$ cat src/rtl/vga_mode_sequencer.sv
// Sequences run-time video-mode changes: blank, wait for frame end, hold the generator in
// reset, settle for whole frames, then unblank. Define VGA_MODE_SEQ_TIMEOUT_EN for the watchdog.
module vga_mode_sequencer #(
    parameter int unsigned DEFAULT_MODE   = 3,
    parameter int unsigned HOLD_CYCLES    = 16,
    parameter int unsigned SETTLE_FRAMES  = 2,
    parameter int unsigned TIMEOUT_CYCLES = 2000000
) (
    input  logic        clk,
    input  logic        reset,
    input  logic        req_valid,
    input  logic [1:0]  req_mode,
    output logic        req_ready,
    input  logic [10:0] hpos,
    input  logic [9:0]  vpos,
    output logic [1:0]  mode,
    output logic        gen_reset,
    output logic        blank,
    output logic        busy,
    output logic        done,
    output logic        timeout
);

    typedef enum logic [1:0] {
        StRun,
        StWaitSof,
        StHold,
        StSettle
    } state_t;

    localparam logic [1:0] ModeInit   = 2'(DEFAULT_MODE);
    localparam logic [7:0] HoldLast   = 8'(HOLD_CYCLES - 1);
    localparam logic [3:0] SettleInit = 4'(SETTLE_FRAMES);

    if (DEFAULT_MODE > 3 || HOLD_CYCLES < 1 || HOLD_CYCLES > 255 || SETTLE_FRAMES > 15 ||
        TIMEOUT_CYCLES < 2 || TIMEOUT_CYCLES > 2097152) begin : g_bad_param
        $error("vga_mode_sequencer: parameter out of range");
    end

    state_t     state;
    logic [1:0] pending;
    logic [7:0] hold_cnt;
    logic [3:0] settle_cnt;
    logic       sof_pos;
    logic       sof;
    logic       req_fire;

    // Position (0,0) only counts while the generator is actually running.
    assign sof_pos   = (hpos == 11'd0) && (vpos == 10'd0) && !gen_reset;
    assign req_ready = (state == StRun) && !reset;
    assign req_fire  = req_valid && req_ready;

`ifdef VGA_MODE_SEQ_TIMEOUT_EN
    localparam logic [20:0] WdLast = 21'(TIMEOUT_CYCLES - 1);

    logic [20:0] wd_cnt;
    logic        wd_waiting;
    logic        wd_hit;

    assign wd_waiting = (state == StWaitSof) || (state == StSettle);
    assign wd_hit     = wd_waiting && (wd_cnt == WdLast);
    // A stalled position input is treated as if the frame had ended.
    assign sof        = sof_pos || wd_hit;

    always_ff @(posedge clk) begin
        if (reset) begin
            wd_cnt  <= 21'd0;
            timeout <= 1'b0;
        end else begin
            if (wd_waiting && !sof) begin
                wd_cnt <= wd_cnt + 21'd1;
            end else begin
                wd_cnt <= 21'd0;
            end
            if (wd_hit) begin
                timeout <= 1'b1;
            end else if (req_fire) begin
                timeout <= 1'b0;
            end
        end
    end
`else
    assign sof     = sof_pos;
    assign timeout = 1'b0;
`endif

    always_ff @(posedge clk) begin
        if (reset) begin
            state      <= StHold;
            mode       <= ModeInit;
            pending    <= ModeInit;
            gen_reset  <= 1'b1;
            blank      <= 1'b1;
            busy       <= 1'b1;
            done       <= 1'b0;
            hold_cnt   <= HoldLast;
            settle_cnt <= SettleInit;
        end else begin
            done <= 1'b0;
            unique case (state)
                StRun: begin
                    if (req_fire) begin
                        if (req_mode == mode) begin
                            done <= 1'b1;
                        end else begin
                            pending <= req_mode;
                            blank   <= 1'b1;
                            busy    <= 1'b1;
                            state   <= StWaitSof;
                        end
                    end
                end
                StWaitSof: begin
                    // Old mode keeps running until its frame completes.
                    if (sof) begin
                        mode      <= pending;
                        gen_reset <= 1'b1;
                        hold_cnt  <= HoldLast;
                        state     <= StHold;
                    end
                end
                StHold: begin
                    if (hold_cnt == 8'd0) begin
                        gen_reset  <= 1'b0;
                        settle_cnt <= SettleInit;
                        state      <= StSettle;
                    end else begin
                        hold_cnt <= hold_cnt - 8'd1;
                    end
                end
                StSettle: begin
                    // First sof lands right after release, so SettleInit whole frames stay black.
                    if (sof) begin
                        if (settle_cnt != 4'd0) begin
                            settle_cnt <= settle_cnt - 4'd1;
                        end else begin
                            blank <= 1'b0;
                            busy  <= 1'b0;
                            done  <= 1'b1;
                            state <= StRun;
                        end
                    end
                end
                default: state <= StHold;
            endcase
        end
    end

endmodule

$ cat config.mk
export PLATFORM = sky130hd
export DESIGN_NAME = vga_mode_sequencer
export DESIGN_NICKNAME = d
export VERILOG_FILES = /design/src/rtl/vga_mode_sequencer.sv
export SDC_FILE = /design/constraint.sdc
export NUM_CORES = 1
export LEC_CHECK = 0
export BUFFER_PORTS_ARGS = -buffer_cell sky130_fd_sc_hd__buf_2
export CAP_MARGIN = 20
export CORE_MARGIN = 1
export CORE_UTILIZATION = 47
export CTS_CLUSTER_DIAMETER = 80
export DETAILED_ROUTE_END_ITERATION = 8
export PLACE_DENSITY = 0.82
export SYNTH_ARGS = -nofsm -noshare
export SYNTH_HDL_FRONTEND = slang
export SYNTH_SLANG_ARGS = --single-unit
$ cat constraint.sdc
create_clock -name clk -period 2.1 [get_ports clk]
set_input_delay 0.525 -clock clk [delete_from_list [all_inputs] [get_ports clk]]
set_output_delay 0.525 -clock clk [all_outputs]
set_load 0.1 [all_outputs]
==> results.yml <==
sta:
  final.setup_skew_ns: 0.00640
  slew_headroom: 0.538
  rsz0062_at_grt: "no"
  drv_slew: 0
  fin_crit_ns: 1.97
  tightest_slew_ns: 0.690
  setup_viol: 0
  finalHoldViolations: 0
  fin_crit_sh: 0.937
  fmax_mhz: 508
  tns_ns: 0
clocking:
  cts_buffer_depth: 2
  clkLatencyLatePin_ns: 0.31
  clockRootBuffer: "clkbuf_4"
  ctsHoldBuffers: 0
  clock_sinks: 21
  cts_tree: "done"
  cts.clk_slew.worst_paths_ns: 0.12
  numCtsBuffers: 3
  htree_levels: 1
  post_cts_buffers: 0
synthesis:
  synth_simple_gate_area_share: 0.306
  synth.top_cell.area_share: 0.305
  syn_inst: 164
  ys_seq_area_frac: 0.305
  synth-compound-area-share: 0.181
  yosys-top-cells-area: "dfxtp_1, ha_1, nor2_1"
  synthAdderAreaFrac: 0.0816
  ys_types: 42
  syn_area_sq_um: 1380
  avgSynthCellArea_sq_um: 8.42
  synthesis.nets: 199
  synth_top_family_by_area: "simple AND/OR/NAND/NOR gates"
  ys_ff_latch: 21
  yosysTopAreaCell: "dfxtp_1"
  synth-edff-count: 0
  async_reset_ff_frac: 0
  muxShareOfSynthArea: 0.0435
  yosys_warnings: 0
  synth_xor_area_frac: 0.0127
  synth_flop_cell: "dfxtp_1"
route:
  routed_wirelength_microns: 3040
  avgRoutedWirePerCell_microns: 13.1
  via_per_inst: 5.63
  drc: 0
  ant_nets: 0
  drtPass1Iterations: 4
  drt_iter0_drc: 40
  vias: 1305
critical_path:
  slowest_delay_ns: 0.35
  crit_fanout: 7
  worstSetupPathType: "reg2out"
  crit_buf_inv: 2
  slowest_stage: "dfxtp_1"
  worst_ep_arrival_time_ns: 1.44
  crit_chain: "inv_1, ha_2, nor2b_2, buf_12"
  cp-end-kind: "output port"
  critical_path.top_delay_family: "flip-flops"
  crit_path_start_kind: "flop"
  worstPathRequired_ns: 1.57
final_layout:
  diodes: 0
  fin_util: 0.597
  drive_above_1_share: 0.299
  nets: 237
  area_growth_syn_to_layout_pct: 19.3
job:
  drv_cap: 0
pwr:
  vdd_drop_max_v: 0.000634
  p_clk_frac: 0.181
  power_leakage_nw: 0.693
  pwr_density_cell_nw_per_um2: 677
  switchingPower_uw: 433
  p_int_uw: 681
  p_comb_frac: 0.407
  p_sw_frac: 0.389
  seqPwrFrac: 0.412
die:
  core_sq_um: 2760
  rows: 19
  ios: 34
  die_area_sq_um: 3160
  start_util: 0.500
  die_h_microns: 56.2
  die_x_microns: 56.2
status:
  status: "finished clean"
global_routing:
  grt_pass1_vias: 1300
  grt_use_total: 0.219
  grt_start_max_net_pins: 12
  antenna_found_initial: 0
  grt_pass1_wl_microns: 5530
  overflow: 0
place:
  gp_congestion: 0.832
  portBuffers: 32
  dp_hpwl_microns: 2420
min_path:
  hold_path_class: "reg2reg"
## layer usage
metal  share of wire  GRT usage
met1            0.45      0.245
met2            0.49      0.378
met3           0.033     0.0628
met4           0.024      0.108
met5               0          0
## cells in the final DEF, fill, tap and decap left out, drive strengths merged, types with 3 or more instances in the layout
master	synthesis	final
buf	4	41
dfxtp	21	21
nor2	17	17
nand2	13	13
inv	10	10
o21ai	10	10
nand3	10	10
ha	9	9
nor3	8	8
mux2i	6	6
or4	4	4
o31ai	4	4
nor4	4	4
a31oi	4	4
a21boi	4	4
clkbuf	4	4
nand2b	3	3
a21oi	3	3
nor2b	3	3
## synth_stat cells, types with 2 or more instances
master    number
a41oi_1        2
buf_4          2
a21boi_1       3
nand4_1        2
a21oi_1        3
o31ai_1        4
dfxtp_1       21
or4_1          4
buf_6          2
o21ai_0       10
and4_1         2
a31oi_1        4
nand2b_1       3
or2_2          2
xor2_1         2
ha_1           9
nor2b_1        3
nor3_1         7
clkbuf_1       3
nor4_4         3
nand3_1       10
inv_1         10
mux2i_1        6
nor2_1        17
nand2_1       13
## power groups by stage
stage	registers, mW	clock network [mW]	logic [mW]
global placement	0.464	0	0.430
CTS	0.458	0.204	0.446
finish	0.459	0.202	0.454
global route	0.464	0.225	0.514
detailed placement	0.466	0	0.440
floorplan	0.457	0	0.318
## metrics by stage
step	hold WS, ns	worst slack [ns]	total power [mW]	std cells	cell area, sq um
after global routing	0.505	0.00589	1.20	232	1650
after detailed placement	0.468	0.0325	0.906	228	1610
after global placement	0.458	0.0737	0.893	228	1610
after CTS	0.485	0.0384	1.11	232	1640
final	0.492	0.132	1.11	232	1650
after floorplan	0.442	0.0430	0.775	164	1380
## layout make-up
cell class                 instances  area, sq um
fill                             265         1110
multi-input combinational        125          880
sequential                        21          422
timing repair buffer              41          243
tap                               31         38.8
inverter                          10         37.5
clock buffer                       4         26.3
## repair_timing
action | in CTS | in global routing
setup endpoints to repair | 0 | 7
endpoints found under the hold margin | 0 | 0
gates resized for setup | 0 | 3
## worst min-delay path: stages (launching register included)
cell     delay (ns)
dfxtp_1        0.35
nand2_1        0.06
mux2i_1        0.05
## flip-flops by register name, indices dropped and copies added, names as in the netlist
name,flops
busy,1
done,1
gen_reset,1
hold_cnt,8
mode,2
pending,2
settle_cnt,4
state,2
## worst paths after layout
path / startpoint / depth (start not counted) / to / slack (ns)
setup / recovery: state[0] / 4 / req_ready / 0.13
hold / removal: hold_cnt[7] / 2 / hold_cnt[7] / 0.49
setup reg to reg: hold_cnt[0] / 7 / hold_cnt[4] / 0.16
hold reg to reg: hold_cnt[7] / 2 / hold_cnt[7] / 0.49
## kinds of logic after synthesis
logic type,Yosys count
fa+ha+maj,9
other cells,1
flops,21
mux,6
buf+inv,18
xor+xnor,2
simple gates,72
compound gates,35
Power figures use the tool's default switching activity.
